<file path="src/rtl/tl_pkg.sv">
`default_nettype none
// +----------------------------------------------------------------------+
// | tl_pkg                                                               |
// | Shared light codes and state types for the traffic-light controller  |
// | and its street-side vehicle sensor front-end.                        |
// | Revision: 1.0                                                        |
// +----------------------------------------------------------------------+
package tl_pkg;

   localparam logic [2:0] LT_GREEN  = 3'b100;
   localparam logic [2:0] LT_YELLOW = 3'b010;
   localparam logic [2:0] LT_RED    = 3'b001;

   typedef enum logic [1:0] {
      S_IDLE  = 2'd0,
      S_REQ   = 2'd1,
      S_SERVE = 2'd2,
      S_HOLD  = 2'd3
   } sns_state_t;

   typedef enum logic [1:0] {
      C_AV_GREEN  = 2'd0,
      C_AV_YELLOW = 2'd1,
      C_ST_GREEN  = 2'd2,
      C_ST_YELLOW = 2'd3
   } ctl_state_t;

   // Only the exact green code counts; illegal codes read as not green.
   function automatic logic is_green(input logic [2:0] st);
      return (st == LT_GREEN);
   endfunction

endpackage
`default_nettype wire

</file>
<file path="src/rtl/sen_debounce.sv">
`default_nettype none
// +----------------------------------------------------------------------+
// | sen_debounce                                                         |
// | 2-FF synchroniser plus stable-count debouncer for the loop detector; |
// | emits a one-cycle arrival pulse on each accepted rising level.       |
// | Revision: 1.0                                                        |
// +----------------------------------------------------------------------+
module sen_debounce #(
   parameter int DEB_CYC = 2500000
) (
   input  logic clk,
   input  logic rst,
   input  logic raw_det,
   output logic det_clean,
   output logic arrival
);

   localparam int c_cnt_w = (DEB_CYC > 1) ? $clog2(DEB_CYC) : 1;
   localparam logic [c_cnt_w-1:0] c_last = c_cnt_w'(DEB_CYC - 1);

   logic               r_sync1;
   logic               r_sync_q;
   logic [c_cnt_w-1:0] r_cnt;
   logic               r_det;
   logic               r_arrival;

   always_ff @(posedge clk) begin
      if (rst) begin
         r_sync1   <= 1'b0;
         r_sync_q  <= 1'b0;
         r_cnt     <= '0;
         r_det     <= 1'b0;
         r_arrival <= 1'b0;
      end else begin
         r_sync1   <= raw_det;
         r_sync_q  <= r_sync1;
         r_arrival <= 1'b0;
         if (r_sync_q != r_det) begin
            // Level accepted only after DEB_CYC consecutive differing cycles.
            if (r_cnt == c_last) begin
               r_det     <= r_sync_q;
               r_cnt     <= '0;
               r_arrival <= r_sync_q;
            end else begin
               r_cnt <= r_cnt + 1'b1;
            end
         end else begin
            r_cnt <= '0;
         end
      end
   end

   assign det_clean = r_det;
   assign arrival   = r_arrival;

endmodule
`default_nettype wire

</file>
<file path="src/rtl/veh_sensor_req.sv">
`default_nettype none
// +----------------------------------------------------------------------+
// | veh_sensor_req                                                       |
// | Street-side vehicle request front-end: debounced arrivals, waiting   |
// | count, and the sen request held until street green, then hold-off.   |
// | Revision: 1.0                                                        |
// +----------------------------------------------------------------------+
module veh_sensor_req #(
   parameter int DEB_CYC     = 2500000,
   parameter int HOLDOFF_CYC = 50000000,
   parameter int CNT_W       = 4
) (
   input  logic             clk,
   input  logic             rst,
   input  logic             raw_det,
   input  logic [2:0]       St,
   output logic             sen,
   output logic             arrival,
   output logic [CNT_W-1:0] wait_cnt,
   output logic             det_clean,
   output logic [1:0]       sns_st
);

   import tl_pkg::*;

   localparam int c_hold_w = (HOLDOFF_CYC > 1) ? $clog2(HOLDOFF_CYC) : 1;
   localparam logic [c_hold_w-1:0] c_hold_last = c_hold_w'(HOLDOFF_CYC - 1);
   localparam logic [CNT_W-1:0]    c_wait_max  = {CNT_W{1'b1}};

   logic                w_arrival;
   logic                w_det_clean;
   logic                w_green;
   logic [CNT_W-1:0]    w_wait_inc;

   sns_state_t          r_state;
   logic [c_hold_w-1:0] r_hold;
   logic [CNT_W-1:0]    r_wait;
   logic                r_sen;

   sen_debounce #(
      .DEB_CYC   (DEB_CYC)
   ) u_debounce (
      .clk       (clk),
      .rst       (rst),
      .raw_det   (raw_det),
      .det_clean (w_det_clean),
      .arrival   (w_arrival)
   );

   assign w_green    = is_green(St);
   assign w_wait_inc = (w_arrival && (r_wait != c_wait_max)) ? r_wait + 1'b1 : r_wait;

   always_ff @(posedge clk) begin
      if (rst) begin
         r_state <= S_IDLE;
         r_hold  <= '0;
         r_wait  <= '0;
         r_sen   <= 1'b0;
      end else begin
         case (r_state)
            S_IDLE: begin
               if (w_arrival) begin
                  r_wait  <= CNT_W'(1);
                  r_state <= S_REQ;
                  r_sen   <= 1'b1;
               end
            end
            S_REQ: begin
               // A vehicle arriving with green is served, so green wins.
               if (w_green) begin
                  r_state <= S_SERVE;
                  r_wait  <= '0;
                  r_sen   <= 1'b0;
               end else begin
                  r_wait <= w_wait_inc;
               end
            end
            S_SERVE: begin
               if (!w_green) begin
                  r_state <= S_HOLD;
                  r_hold  <= '0;
               end
            end
            S_HOLD: begin
               r_wait <= w_wait_inc;
               if (r_hold == c_hold_last) begin
                  if (w_wait_inc != '0) begin
                     r_state <= S_REQ;
                     r_sen   <= 1'b1;
                  end else begin
                     r_state <= S_IDLE;
                  end
               end else begin
                  r_hold <= r_hold + 1'b1;
               end
            end
            default: begin
               r_state <= S_IDLE;
               r_sen   <= 1'b0;
            end
         endcase
      end
   end

   assign sen       = r_sen;
   assign arrival   = w_arrival;
   assign wait_cnt  = r_wait;
   assign det_clean = w_det_clean;
   assign sns_st    = r_state;

endmodule
`default_nettype wire
</file>
<file path="config.mk">
export PLATFORM = sky130hd
export DESIGN_NAME = veh_sensor_req
export DESIGN_NICKNAME = d
export VERILOG_FILES = /design/src/rtl/tl_pkg.sv /design/src/rtl/sen_debounce.sv /design/src/rtl/veh_sensor_req.sv
export SDC_FILE = /design/constraint.sdc
export NUM_CORES = 1
export LEC_CHECK = 0
export CAP_MARGIN = 20
export CORE_ASPECT_RATIO = 0.9
export CORE_UTILIZATION = 52
export CTS_CLUSTER_SIZE = 30
export DETAILED_ROUTE_END_ITERATION = 12
export PLACE_DENSITY = 0.75
export SLEW_MARGIN = 0
export SYNTH_ARGS = -nofsm -noshare
export SYNTH_HDL_FRONTEND = slang
export SYNTH_SLANG_ARGS = --single-unit
</file>
<file path="constraint.sdc">
create_clock -name clk -period 3.33 [get_ports clk]
set_clock_uncertainty 0.05 [all_clocks]
set_input_delay 0.666 -clock clk [delete_from_list [all_inputs] [get_ports clk]]
set_output_delay 0.666 -clock clk [all_outputs]
set_load 0.01 [all_outputs]
</file>
==> summary.md <==
| Metric | Value |
|---|---|
| Dpl hpwl | 4244 um |
| Hold EP | u_debounce.r_sync_q$_SDFF_PP0_ |
| Synth Instances | 378 |
| Library cells used by synthesis | 51 |
| DR iter-0 viols | 194 |
| Top_reg_cell synth | dfxtp_1 |
| Yosys warnings | 0 |
| Post-Syn Area per Cell | 8.288 sq um |
| Diode count | 0 |
| Antenna Nets Post-Route | 0 |
| Fin crit share | 0.7110 |
| Root Buffer | clkbuf_8 |
| Clock buffers created by TritonCTS | 9 |
| CTS H-tree depth | 3 |
| Achievable frequency | 422.4 MHz |
| R2r setup slk | between 0.9 and 1 ns |
| Register area | 1181 sq um |
| Post-cts gate resize count | 0 |
| Maximum VDD drop | 0.2875 mV |
| Placeable Area | ~5800 sq um |
| Post-DR vias/cell | a little under 6 |
| Fin area | 3506 sq um |
| Async SR Flop Fraction | 0 |
| Gpl congestion | 0.8044 |
| Commonest cells after routing, fill and taps aside | dfxtp_1, nor2_1, xnor2_1 |
| LEAKAGE | ~1.1 nW |
| # hold bufs at CTS | 0 |
| Setup Crit Path Kind | flop to flop |
| Post-CTS setup buffer count | 0 |
| First-pass GRT wire length | 10550 um |
| Vias in the first global route | roughly 2300 |
| Global route overflow | 0 |
| Initial Util | 0.5441 |
| Ports | 15 |
| Residual DRC | 0 |
| Wire length on met1 | around 3300 um |
| Setup crit start kind | flop |
| Port Buffer Count | 14 |
| Total GRT Usage | 0.2139 |
| Initial antenna violation count | 0 |
| FF-to-FF path depth | 6 |
| Synthesized cell area | 3133 sq um |
| Hold Path Stages | 1 |
| Max capacitance violation total | 0 |
| Die area | roughly 6300 sq um |
| P per Cell Area | approximately 400 nW/um^2 |
| CTS tree | built |
| Clock Latency Late Sink | 0.35 ns |
| Endpoints failing hold | 0 |
| Min-delay src | u_debounce.r_sync1$_SDFF_PP0_ |
| Die H | between 70 and 80 um |
| Min-delay worst type | flop to flop |
| Post-synth EDFFs | 0 |
| Dpl ws | 0.6830 ns |
| Area after DPL | 3294 sq um |
| Met3 wire len | 282 um |
| Final Critical Period | ~2.4 ns |
| Worst r2r src | wait_cnt[0]$_SDFFE_PP0P_ |
| # rows | 26 |
| #FFs+latches synth | between 50 and 60 |
| Uppermost layer routed | met4 |
| Layout Nets | 401 |
| Outcome | complete, no violations |
| Worst-case clock buffer depth | 2 |
| Wirelength per Cell | between 10 and 15 um |
| Fillers | 498 |
| Pin count of the biggest net entering global routing | 31 |
| Critical Path Fanout Max | 8 |
| Area of the multi-input gates | 1826 sq um |
| Met2 wire length | 2705 um |
| Critical Path RT | 3.53 ns |
| Slew @ Worst Pin | 0.6828 ns |
| DRT Pass-1 Iters | 4 |
| Final wirelength | 6328 um |
| DR vias | 2690 |
| CTS Sinks | between 50 and 60 |
| Worst slew margin | 0.5448 |
| Final worst slack | 0.9624 ns |
| RSZ-0062 raised after global routing | false |
| Syn nets | 391 |
| Post-synthesis to final-layout area growth | 11.90% |
| Die W | 83.82 um |
| Fin. max-slew vios | 0 |
| Setup TNS | 0 ns |
| Layout cells sized above 1 | 0.07634 |
| Critical path arrival | 2.56 ns |
| Most common cell after layout, fill and taps aside | dfxtp_1 |
| Reg clk slew, reported paths | 0.07 ns |
| Final-report setup violation count | 0 |
| Critical Path End Type | flop |
| Post-synthesis sequential area ratio | 0.3770 |
| Crit Reg-Reg Endpoint | sns_st[0]$_SDFFE_PP0P_ |
| Final hold slack | between 0.3 and 0.4 ns |
-- per-layer routing --
metal  up-vias  global-route usage
met5         -                   0
met4         0             0.07471
met3         7             0.08126
met2        60              0.3224
met1      1235              0.2834
li1       1388                   -
-- report_power, final --
group	switching, mW	internal [mW]
combinational	0.0160	0.0120
sequential	0.00146	0.707
clock	0.319	0.350
total	0.336	1.07
-- cell type report --
class,instances,share of cell area
Inverter,12,0.01285
Tap cell,70,0.02498
Clock buffer,9,0.03533
Multi-Input combinational cell,289,0.5207
Timing Repair Buffer,17,0.04747
Clock inverter,7,0.02177
Sequential cell,59,0.3369
-- through the flow --
step	power [mW]	utilization	instances
after floorplan	0.7408	-	378
after global placement	0.7524	0.5721	446
after detailed placement	0.7529	0.5721	446
after global routing	1.462	0.6089	463
final	1.405	0.6089	463
after CTS	1.418	0.6069	462
-- logic make-up (layout without fill, tap and decap cells) --
logic type	Yosys count	count (layout)	synth area share
AOI/OAI and AO/OA	49	49	0.1026
xor gates and xnor gates	32	32	0.08946
adders and majority gates	7	7	0.02795
buffers and inverters	30	45	0.04153
DFF	59	59	0.3770
muxes	6	6	0.01917
and+or+nand+nor	195	195	0.3423
-- cell usage after synthesis (2+ instances only) --
| cell | n | area share |
|---|---|---|
| dfxtp_1 | 59 | 0.38 |
| nor2_1 | 51 | 0.061 |
| xnor2_1 | 27 | 0.075 |
| nand2_1 | 26 | 0.031 |
| nand3_1 | 23 | 0.037 |
| a21oi_1 | 17 | 0.027 |
| nor3_1 | 16 | 0.026 |
| clkbuf_1 | 14 | 0.017 |
| nor4_1 | 13 | 0.026 |
| inv_1 | 12 | 0.014 |
| or4_1 | 12 | 0.029 |
| nand4_1 | 10 | 0.020 |
| and3_1 | 9 | 0.018 |
| o31ai_1 | 9 | 0.022 |
| ha_1 | 7 | 0.028 |
| mux2i_1 | 6 | 0.019 |
| nand2b_1 | 6 | 0.012 |
| o21ai_0 | 5 | 0.0080 |
| xor2_1 | 5 | 0.014 |
| and4_1 | 4 | 0.011 |
| a31oi_1 | 3 | 0.0060 |
| nor2b_1 | 3 | 0.0060 |
| or3_1 | 3 | 0.0060 |
| a211o_1 | 2 | 0.0056 |
| a21o_1 | 2 | 0.0048 |
| buf_2 | 2 | 0.0032 |
| buf_6 | 2 | 0.0072 |
| nand3b_1 | 2 | 0.0048 |
| nand4b_1 | 2 | 0.0056 |
| nand4bb_1 | 2 | 0.0072 |
| nor4b_1 | 2 | 0.0056 |
| o21a_1 | 2 | 0.0048 |
| or2_2 | 2 | 0.0040 |
-- state kept, by name, indices dropped and copies added, names as in the netlist --
signal,count
u_debounce.r_cnt,22
u_debounce.arrival,1
u_debounce.r_sync_q,1
u_debounce.det_clean,1
wait_cnt,4
u_debounce.r_sync1,1
sns_st,2
sen,1
r_hold,26
-- worst max-delay path, cell delays in order, from the launching register on --
cell	delay, ns
dfxtp_1	0.48
ha_1	0.30
nand3_1	0.19
a211o_1	0.34
a221o_1	0.38
a211o_1	0.31
o211a_1	0.21
-- worst max path at each step --
| stage | startpoint | endpoint | cells after the start |
|---|---|---|---|
| final | wait_cnt[0]$_SDFFE_PP0P_ | sns_st[0]$_SDFFE_PP0P_ | 6 |
| after detailed placement | St[2] | sns_st[1]$_SDFFE_PP0P_ | 6 |
| after CTS | u_debounce.r_cnt[5]$_SDFF_PP0_ | u_debounce.r_cnt[17]$_SDFF_PP0_ | 5 |
| after global placement | St[2] | sns_st[1]$_SDFFE_PP0P_ | 6 |
| after global routing | u_debounce.r_cnt[5]$_SDFF_PP0_ | u_debounce.r_cnt[8]$_SDFF_PP0_ | 5 |
| after floorplan | wait_cnt[0]$_SDFFE_PP0P_ | sns_st[0]$_SDFFE_PP0P_ | 6 |
Note: power is estimated with default switching activity, not from simulation.
